### src/rtl/insight_tlc_burst_tracker.sv
// Passive TileLink channel C snooper: reassembles multi-beat Release/ProbeAck messages,
// checks in-burst field stability and queues one summary record per message.
module insight_tlc_burst_tracker #(
   parameter int unsigned DEPTH    = 4,
   parameter int unsigned MAX_SIZE = 6,
   parameter int unsigned CNT_W    = 8
) (
   input  logic             clock,
   input  logic             reset,
   input  logic             c_valid,
   input  logic             c_ready,
   input  logic [2:0]       c_opcode,
   input  logic [2:0]       c_param,
   input  logic [3:0]       c_size,
   input  logic             c_source,
   input  logic [31:0]      c_address,
   input  logic [31:0]      c_data,
   input  logic             c_corrupt,
   output logic             rec_valid,
   input  logic             rec_ready,
   output logic [2:0]       rec_opcode,
   output logic [2:0]       rec_param,
   output logic [3:0]       rec_size,
   output logic             rec_source,
   output logic [31:0]      rec_address,
   output logic [4:0]       rec_beats,
   output logic             rec_corrupt,
   output logic [31:0]      rec_data_xor,
   output logic             busy,
   output logic [CNT_W-1:0] drop_count,
   output logic             err_size,
   output logic             err_field
);

   localparam int unsigned PW      = $clog2(DEPTH);
   localparam logic [3:0]  MaxSize = 4'(MAX_SIZE);

   typedef struct packed {
      logic [2:0]  opcode;
      logic [2:0]  param;
      logic [3:0]  size;
      logic        source;
      logic [31:0] address;
      logic [4:0]  beats;
      logic        corrupt;
      logic [31:0] data_xor;
   } rec_t;

   typedef enum logic {StIdle, StBurst} state_t;

   state_t            state_q, state_d;
   rec_t              cap_q, cap_d;
   logic [4:0]        exp_q, exp_d, exp_beats;
   logic [3:0]        eff_size;
   logic              err_size_q, err_size_d, err_field_q, err_field_d;
   logic              fire, push, pop, full, empty, wr_en, drop, mismatch;
   logic [PW:0]       wr_ptr_q, rd_ptr_q;
   rec_t              mem_q [DEPTH];
   rec_t              head;
   logic [CNT_W-1:0]  drop_q;

   assign fire = c_valid & c_ready;

   // Oversize data messages are counted as MAX_SIZE bursts.
   always_comb begin
      eff_size = (c_size > MaxSize) ? MaxSize : c_size;
      if (!c_opcode[0] || eff_size <= 4'd2) begin
         exp_beats = 5'd1;
      end else begin
         exp_beats = 5'd1 << (eff_size - 4'd2);
      end
   end

   assign mismatch = (c_opcode != cap_q.opcode) || (c_param != cap_q.param) ||
                     (c_size != cap_q.size) || (c_source != cap_q.source) ||
                     (c_address != cap_q.address);

   always_comb begin
      state_d     = state_q;
      cap_d       = cap_q;
      exp_d       = exp_q;
      push        = 1'b0;
      err_size_d  = err_size_q;
      err_field_d = err_field_q;
      unique case (state_q)
         StIdle: begin
            if (fire) begin
               cap_d.opcode   = c_opcode;
               cap_d.param    = c_param;
               cap_d.size     = c_size;
               cap_d.source   = c_source;
               cap_d.address  = c_address;
               cap_d.beats    = 5'd1;
               cap_d.corrupt  = c_corrupt;
               cap_d.data_xor = c_opcode[0] ? c_data : 32'd0;
               exp_d          = exp_beats;
               if (c_opcode[0] && (c_size > MaxSize)) begin
                  err_size_d = 1'b1;
               end
               if (exp_beats == 5'd1) begin
                  push = 1'b1;
               end else begin
                  state_d = StBurst;
               end
            end
         end
         StBurst: begin
            if (fire) begin
               if (mismatch) begin
                  err_field_d = 1'b1;
               end
               cap_d.beats    = cap_q.beats + 5'd1;
               cap_d.corrupt  = cap_q.corrupt | c_corrupt;
               cap_d.data_xor = cap_q.data_xor ^ c_data;
               if (cap_d.beats == exp_q) begin
                  push    = 1'b1;
                  state_d = StIdle;
               end
            end
         end
         default: state_d = StIdle;
      endcase
   end

   always_ff @(posedge clock or posedge reset) begin
      if (reset) begin
         state_q     <= StIdle;
         cap_q       <= '0;
         exp_q       <= 5'd0;
         err_size_q  <= 1'b0;
         err_field_q <= 1'b0;
      end else begin
         state_q     <= state_d;
         cap_q       <= cap_d;
         exp_q       <= exp_d;
         err_size_q  <= err_size_d;
         err_field_q <= err_field_d;
      end
   end

   // Record FIFO; the extra pointer bit distinguishes full from empty.
   assign empty = (wr_ptr_q == rd_ptr_q);
   assign full  = (wr_ptr_q[PW] != rd_ptr_q[PW]) &&
                  (wr_ptr_q[PW-1:0] == rd_ptr_q[PW-1:0]);
   assign pop   = !empty && rec_ready;
   assign wr_en = push && (!full || pop);
   assign drop  = push && full && !pop;

   always_ff @(posedge clock or posedge reset) begin
      if (reset) begin
         wr_ptr_q <= '0;
         rd_ptr_q <= '0;
         drop_q   <= '0;
      end else begin
         if (wr_en) begin
            wr_ptr_q <= wr_ptr_q + 1'b1;
         end
         if (pop) begin
            rd_ptr_q <= rd_ptr_q + 1'b1;
         end
         if (drop && (drop_q != {CNT_W{1'b1}})) begin
            drop_q <= drop_q + CNT_W'(1);
         end
      end
   end

   always_ff @(posedge clock) begin
      if (wr_en) begin
         mem_q[wr_ptr_q[PW-1:0]] <= cap_d;
      end
   end

   assign head         = empty ? '0 : mem_q[rd_ptr_q[PW-1:0]];
   assign rec_valid    = !empty;
   assign rec_opcode   = head.opcode;
   assign rec_param    = head.param;
   assign rec_size     = head.size;
   assign rec_source   = head.source;
   assign rec_address  = head.address;
   assign rec_beats    = head.beats;
   assign rec_corrupt  = head.corrupt;
   assign rec_data_xor = head.data_xor;
   assign busy         = (state_q == StBurst);
   assign drop_count   = drop_q;
   assign err_size     = err_size_q;
   assign err_field    = err_field_q;

endmodule

### config.mk
export PLATFORM = sky130hd
export DESIGN_NAME = insight_tlc_burst_tracker
export DESIGN_NICKNAME = d
export VERILOG_FILES = /design/src/rtl/insight_tlc_burst_tracker.sv
export SDC_FILE = /design/constraint.sdc
export NUM_CORES = 1
export LEC_CHECK = 0
export CAP_MARGIN = 40
export CELL_PAD_IN_SITES_DETAIL_PLACEMENT = 1
export CELL_PAD_IN_SITES_GLOBAL_PLACEMENT = 2
export CORE_AREA = 2 2 171 240
export DETAILED_ROUTE_END_ITERATION = 7
export DIE_AREA = 0 0 173 242
export PLACE_DENSITY = 0.84
export SYNTH_ARGS = -nofsm -noshare
export SYNTH_HDL_FRONTEND = slang
export SYNTH_SLANG_ARGS = --single-unit
### constraint.sdc
create_clock -name clock -period 7.4 [get_ports clock]
set_input_delay 0.74 -clock clock [delete_from_list [all_inputs] [get_ports clock]]
set_output_delay 0.74 -clock clock [all_outputs]
set_load 0.02 [all_outputs]
==> results.tsv, run 1 <==
metric	value	unit
Max-Cap Viols	0	
Net Count, Synth	1195	
Placeable Area	39800	µm²
Post-synth EDFFs	324	
DP HPWL	27100	µm
area grow syn2layout	21.6	%
DR WL/cell	22.6	µm
DR DRC count	0	
Buf+Inv Stages, Crit Path	4	
vias in the first global route	11100	
vias	9905	
Least-Margin Pin Slew	0.870	ns
Switch Pwr	3.08	mW
Main synth FF type	edfxtp_1	
crit-path most repeated cell	buf_16	
Critical path origin	rd_ptr_q[0]	
sequential power share	37.3	%
Max stage delay on crit path	0.61	ns
Site Rows	87	
Worst EP arrival	3.36	ns
CTS sink count	427	
DIE HEIGHT	242	µm
global-route wire length before repair	65900	µm
gr usage total	20.5	%
synth top area cells	edfxtp_1 55%, dfrtp_1 15%, mux4_2 10%, nand2_1 4.3%, and2_1 3.1%	
Final Cycle Share	55.4	%
worst-path maximum fanout	39	
Synth top area share	55.2	%
Max Slew Vio Count	0	
CP endpoint kind	output port	
final core occ	53.8	%
largest net degree at the start of global routing	75	
later-pin clock latency in the skew report	0.54	ns
GP Congestion	0.750	
PortBufs	173	
DR iter-0 viols	593	
CTS Root Cell	clkbuf_16	
CP Cell Sequence	buf_16, buf_4, buf_16, mux4_2, and2_1, clkdlybuf4s50_1	
TritonRoute pass-1 iters	4	
Final Hold Fails	0	
cell taking the most area after synthesis	edfxtp_1	
initial antenna violation count	1	
Gates resized, CTS repair	0	
Yosys warnings	0	
Internal	6.04	mW
Static Leakage	7.73	nW
Hold Crit Class	flip-flop to flip-flop	
most common cell in the netlist	edfxtp_1	
syn avg cell area	15.9	µm²
Synth Register Bits	427	
slowest CP cell	clkdlybuf4s50_1	
chip width	173	µm
WL final	41900	µm
synthesized area	17600	µm²
Fillers	3793	
launching point of the worst reg2reg path	busy	
Switching Fraction	33.8	%
setup bufs post-CTS	0	
Layout Nets	1375	
htree depth	2	
status	finished, final reports clean	
TritonCTS clock tree	done	
Setup CP Type	flip-flop to output port	
Tmin final	4.10	ns
layout cells sized above 1	16.1	%
Setup-failing EPs final	0	
highest clock rate	244	MHz
Routed Antenna Nets	0	
CP required	6.66	ns
Cell Pwr Density	426	nW/µm²
Post-synth top cells	324 x edfxtp_1, 203 x nand2_1, 103 x dfrtp_1, 86 x and2_1, 81 x mux4_2	
unrepaired setup endpoints after global routing	false	
Synth async-reset ratio	24.1	%
CP Launch Type	flip-flop	
Syn Inst Count	1105	
initial core utilization	44.2	%
Comb pwr share	39.1	%
hold_buf cts	0	
total negative slack	0	ns
delay-heaviest family, CP	buffers and inverters	
top-level I/O count	174	
GR Overflow Total	0	
Clk pin slew, worst setup/hold paths	0.06	ns
Final Skew	0.0218	ns
die area	41900	µm²
Num CTS Buffers	42	
hold path startpoint	err_size	
relative slew slack	42.0	%
total power draw	9.12	mW
Clk pwr share	23.6	%
Worst VDD drop	0.262	mV
register area share after synthesis	69.9	%
clk buf depth	3	
Cell variety after synth	45	
vias per std cell	5.35	
-- final timing paths --
kind                                endpoint  slack [ns]  cells past startpoint
worst min register to register      err_size        0.49                      1
worst min-delay path                err_size        0.49                      1
max in group asynchronous               busy        5.62                      4
worst max register to register  mem_q[1][64]        3.62                      7
worst max-delay path            rec_beats[1]        3.30                      6
min in group asynchronous          cap_q[53]        0.59                      2
-- layout make-up --
class | instances | area [µm²] | area share, %
Timing Repair Buffer | 189 | 1930 | 9.02
Inverter | 8 | 32.5 | 0.152
Clock inverter | 17 | 203 | 0.946
Sequential cell | 427 | 12300 | 57.5
Clock buffer | 59 | 1180 | 5.49
Antenna cell | 1 | 2.50 | 0.0117
Multi-Input combinational cell | 617 | 5100 | 23.8
Tap cell | 534 | 668 | 3.12
-- power by group through the flow --
stage	clock network [mW]	registers, mW	logic (mW)
final	2.15	3.40	3.57
after global routing	2.27	3.44	3.86
after CTS	2.20	3.40	3.66
after detailed placement	0	3.45	3.63
after global placement	0	3.49	3.41
after floorplan	0	3.35	2.15
-- layer usage --
layer	track usage, %	wire length [µm]	up-vias
li1	-	-	4461
met1	24.5	16300	5160
met3	2.92	1520	67
met2	37.6	22900	217
met4	6.98	1120	0
met5	0	0	-
-- placed cells by master, fill, tap and decap left out, types with 32 or more instances in the layout --
cell type	Yosys	routed
clkdlybuf4s50_1	0	173
mux2_2	34	34
xor2_1	51	51
dfrtp_1	103	100
nand2_1	203	201
clkbuf_16	0	43
nor2_1	39	38
edfxtp_1	324	324
and2_1	86	83
mux4_2	81	81
a22oi_1	32	32
-- sequential cells by signal (all words and copies together) (netlist names) --
register,count
cap_q,81
drop_count,8
busy,1
err_size,1
exp_q,5
err_field,1
mem_q,324
rd_ptr_q,3
wr_ptr_q,3
-- stage by stage --
stage / hold WS, ns / worst slack (ns) / instance area, µm² / std cells
final: 0.487 / 3.30 / 21400 / 1852
after global routing: 0.509 / 3.11 / 21400 / 1852
after CTS: 0.492 / 3.17 / 21400 / 1851
after detailed placement: 0.475 / 2.92 / 20000 / 1775
after global placement: 0.466 / 2.98 / 19900 / 1771
after floorplan: 0.462 / 2.94 / 17600 / 1105
-- cells by family (layout without fill, tap and decap cells) --
family	count (synthesis)	after routing	share of synthesized area (%)
XOR/XNOR	63	63	3.13
adder cells (fa/ha/maj)	9	9	0.639
other	0	1	0
AND/OR/NAND/NOR	373	373	9.93
flip-flops	427	427	69.9
multiplexers	117	117	12.6
AO/OA/AOI/OAI	55	55	2.44
buffers and inverters	61	273	1.36
Note: power is estimated with default switching activity, not from simulation.
==> run 2, diff against run 1 <==
CORE_AREA = 2 2 185 260   (was 2 2 171 240)
DIE_AREA = 0 0 187 262   (was 0 0 173 242)
PLACE_DENSITY = 0.76   (was 0.84)
clock period = 3.6 ns   (was 7.4 ns; I/O delays follow)
==> run 2 against run 1 <==
  * Clock skew rose by 0.00090 ns
  * Setup slack got worse by 2.9 ns
  * Register-to-register slack got worse by 2.8 ns
  * Design area rose by 1.1%
  * Clock power rose by 100%
  * Largest cell class unchanged
  * Largest power group unchanged
  * Highest routed layer is now met5
==> results.tsv, run 2 (synthesis results as in run 1) <==
metric	value	unit
status	finished, final reports clean	
met2 Usage GRT	32.9	%
Max Slew Vio Count	0	
worst-path maximum fanout	84	
Final Cycle Share	89.4	%
vias in the first global route	10800	
Worst EP arrival	2.86	ns
r2r worst-path depth	8	
CTS sink count	427	
CP required	3.24	ns
largest net degree at the start of global routing	85	
vias	9877	
Placeable Area	46700	µm²
Cell Pwr Density	856	nW/µm²
max FFs per register	324	
GP Congestion	0.737	
Least-Margin Pin Slew	0.830	ns
relative slew slack	44.7	%
chip width	187	µm
setup ws final	0.380	ns
layout cells sized above 1	16.7	%
TritonRoute pass-1 iters	6	
Setup-failing EPs final	0	
most frequent cells in the layout	324 x edfxtp_1, 201 x nand2_1, 172 x clkdlybuf4s50_1	
setup bufs post-CTS	0	
met3 Usage GRT	2.63	%
Setup CP Type	flip-flop to output port	
Routed Antenna Nets	0	
GR Overflow Total	0	
TritonCTS clock tree	done	
most common cell after layout, fill and taps aside	edfxtp_1	
Num CTS Buffers	42	
WL final	43200	µm
# diodes	0	
Max-Cap Viols	0	
Final Hold Fails	0	
launching point of the worst reg2reg path	cap_q[33]	
Top Usage Layer GRT	met2	
initial core utilization	37.7	%
PortBufs	173	
Layout Nets	1379	
vias per std cell	5.07	
Tmin final	3.22	ns
later-pin clock latency in the skew report	0.55	ns
area grow syn2layout	23.0	%
DR WL/cell	22.2	µm
htree depth	2	
Max stage delay on crit path	0.61	ns
DR DRC count	0	
Finished Layout Cells	1947	
M1 GR Usage	21.5	%
Site Rows	94	
placed cell count	1869	
R2R setup slack	0.87	ns
unrepaired setup endpoints after global routing	false	
Worst VDD drop	0.684	mV
CP Cell Sequence	xor2_1, nor2_1, nand2_4, and2_1, clkdlybuf4s50_1	
Clk pin slew, worst setup/hold paths	0.07	ns
highest clock rate	311	MHz
Place WS	0.271	ns
Gates resized, CTS repair	0	
Critical path origin	rd_ptr_q[0]	
die area	49000	µm²
DP HPWL	28200	µm
slowest CP cell	clkdlybuf4s50_1	
CP endpoint kind	output port	
top-level I/O count	174	
Hold Crit Class	input port to async pin	
DIE HEIGHT	262	µm
Static Leakage	7.78	nW
global-route wire length before repair	66400	µm
initial antenna violation count	2	
gr usage total	17.9	%
hold_buf cts	0	
CP Launch Type	flip-flop	
Final Skew	0.0227	ns
CTS Root Cell	clkbuf_16	
clk buf depth	3	
DR iter-0 viols	532	
Crit Reg-Reg Endpoint	mem_q[0][8]	
run 2: cell types whose count changed in the layout (fill, tap and decap cells not counted), moves of 2 or more:
cell,change
buf_12,+14
buf_16,-4
buf_4,-5
bufinv_16,-4
clkbuf_16,+3
clkbuf_8,+4
clkinv_2,+3
inv_6,-2
run 2: worst max-delay path by stage:
stage                                   to  slack (ns)  depth (start not counted)
final                      rec_address[21]        0.38                          5
after CTS                 rec_data_xor[19]        0.29                          5
after floorplan                mem_q[3][0]       -0.54                          5
after global routing       rec_address[21]        0.13                          5
after detailed placement      mem_q[0][58]        0.27                         10
after global placement        mem_q[0][55]        0.33                         10
run 2: worst max-delay path: cells and delay by family, from the launching register on:
family | cells | cell delay [ns]
simple gates | 3 | 0.89
buf+inv | 1 | 0.61
flops | 1 | 0.50
xor+xnor | 1 | 0.22
run 2: layout make-up:
type	count	area, µm²
Timing Repair Buffer	193	2050
Inverter	8	32.5
Tap cell	624	781
Multi-Input combinational cell	617	5120
Clock buffer	65	1300
Fill cell	4539	25000
Sequential cell	427	12300
Clock inverter	13	65.1
run 2: per-layer routing:
metal	wire (µm)	vias to the layer above	part of all wire, %
li1	-	4460	-
met1	17100	5123	40
met2	23100	217	54
met3	1540	73	3.6
met4	1360	4	3.1
met5	27	-	0.062
run 2: through the flow:
step	power (mW)	hold WS (ns)	area, µm²	setup TNS, ns	utilization, %
after CTS	18.9	0.249	21700	0	46.4
final	18.6	0.238	21700	0	46.4
after global routing	19.6	0.284	21700	0	46.4
after detailed placement	14.6	0.461	20300	0	43.5
after global placement	14.4	0.470	20300	0	43.4
after floorplan	11.3	0.457	17600	-44.32	-
run 2: power breakdown:
group | switching (mW) | internal, mW | total, mW
clock | 1.82 | 2.49 | 4.32
combinational | 4.01 | 3.33 | 7.35
sequential | 0.413 | 6.47 | 6.89
==> run 3, diff against run 2 <==
--- a/constraint.sdc
+++ b/constraint.sdc
@@ -3,2 +3,2 @@
 set_output_delay 0.36 -clock clock [all_outputs]
-set_load 0.02 [all_outputs]
+set_load 0.05 [all_outputs]
==> run 3 against run 2 <==
  * Clock-buffer cell count down 12
  * Hold slack better by 0.10 ns
  * Core utilization up 1.5 points
  * Power up 21%
  * First-iteration DRC count down 10%
  * Sequential cell count unchanged
  * Die area unchanged
  * Critical endpoint is now rec_address[18]
  * Combinational power up 54%
  * Largest cell class unchanged
  * Sequential power about the same
==> results.tsv, run 3 (synthesis results as in run 1) <==
metric	value	unit
status	finished, final reports clean	
layout cells sized above 1	22.3	%
metal3 WL	1420	µm
Final Hold Fails	0	
setup bufs post-CTS	0	
final core occ	47.9	%
CTS Root Cell	clkbuf_16	
most common cell after layout, fill and taps aside	edfxtp_1	
Hold Crit Class	input port to async pin	
Worst VDD drop	0.660	mV
Setup CP Type	flip-flop to output port	
Least-Margin Pin Slew	0.822	ns
hold_buf cts	0	
Final Skew	0.0200	ns
PortBufs	173	
chip width	187	µm
vias	9853	
top-level I/O count	174	
vias in the first global route	10900	
WHS	0.340	ns
CP required	3.24	ns
worst-path maximum fanout	71	
Site Rows	94	
die area	49000	µm²
DIE HEIGHT	262	µm
initial antenna violation count	0	
Num CTS Buffers	41	
largest net degree at the start of global routing	104	
most frequent cells in the layout	324 x edfxtp_1, 201 x nand2_1, 100 x dfrtp_1	
Routed Antenna Nets	0	
DR DRC count	0	
Max-Cap Viols	0	
Max stage delay on crit path	0.59	ns
Placeable Area	46700	µm²
WL final	43300	µm
vias per std cell	5.07	
TritonCTS clock tree	done	
CP endpoint kind	output port	
Place WS	0.240	ns
DR iter-0 viols	479	
area post-placement	21100	µm²
clk buf depth	3	
later-pin clock latency in the skew report	0.54	ns
initial core utilization	37.7	%
TritonRoute pass-1 iters	4	
CP Cell Sequence	xor2_1, nor2_1, nand2_4, buf_4, and2_1, buf_12	
Cell Pwr Density	1000	nW/µm²
unrepaired setup endpoints after global routing	false	
Setup-failing EPs final	0	
Clk pin slew, worst setup/hold paths	0.06	ns
DP HPWL	27900	µm
Tmin final	3.03	ns
slowest CP cell	nand2_4	
Worst EP arrival	2.67	ns
WL met1	17300	µm
highest clock rate	330	MHz
Layout Nets	1378	
setup ws final	0.569	ns
relative slew slack	45.2	%
GP Congestion	0.738	
DR WL/cell	22.3	µm
# diodes	0	
fin area	22400	µm²
CP Launch Type	flip-flop	
GR Overflow Total	0	
area grow syn2layout	27.1	%
htree depth	2	
CTS sink count	427	
Final Cycle Share	84.2	%
Max Slew Vio Count	0	
wire length on met2	23500	µm
Gates resized, CTS repair	0	
global-route wire length before repair	67200	µm
Static Leakage	8.16	nW
max FFs per register	324	
gr usage total	18.1	%
Top Layer Used	met4	
run 3: cell count changes in the layout (fill, tap and decap cells not counted), sizes merged:
| cell | before | now |
|---|---|---|
| clkdlybuf4s50 | 172 | 91 |
| clkinv | 13 | 17 |
| bufinv | 0 | 3 |
| buf | 21 | 102 |
| clkbuf | 65 | 53 |
run 3: worst max-delay path, delay by kind of cell (launching register included):
kind | cells | cell delay, ns
simple gates | 3 | 0.94
xor+xnor | 1 | 0.24
flops | 1 | 0.50
buf+inv | 2 | 0.45
run 3: worst paths after layout:
check | from | endpoint | slack [ns] | cells past startpoint
worst max-delay path | rd_ptr_q[1] | rec_address[18] | 0.57 | 6
max in group asynchronous | reset | rd_ptr_q[1] | 2.68 | 3
worst min register to register | drop_count[4] | drop_count[4] | 0.51 | 1
worst min-delay path | reset | cap_q[9] | 0.34 | 3
min in group clock | c_address[13] | cap_q[51] | 0.51 | 3
worst max register to register | cap_q[33] | mem_q[1][26] | 0.81 | 7
run 3: metrics by stage:
stage               power [mW]  std cells  TNS [ns]
CTS                       22.7       1942         0
global route              23.4       1942         0
floorplan                 13.2       1105    -44.32
detailed placement        18.5       1869         0
finish                    22.4       1942         0
global placement          18.3       1868         0
run 3: final cells by class:
type	instances	area, µm²
clock buffers	53	1100
inverters	8	32.5
repair buffers	193	2870
clock inverters	20	165
fillers	4488	24300
multi-input cells	617	5120
well taps	624	781
flip-flops and latches	427	12300
run 3: layer usage:
metal | vias up | GRT usage (%)
met2 | 191 | 33.9
met3 | 60 | 2.32
met4 | 0 | 5.53
li1 | 4468 | -
met1 | 5134 | 21.8
met5 | - | 0
run 3: where the power goes:
| group | internal (mW) | leakage [nW] | total [mW] | switching, mW |
|---|---|---|---|---|
| clock | 2.37 | 0.628 | 4.14 | 1.77 |
| sequential | 6.47 | 4.14 | 6.91 | 0.433 |
| combinational | 4.97 | 3.39 | 11.3 | 6.37 |
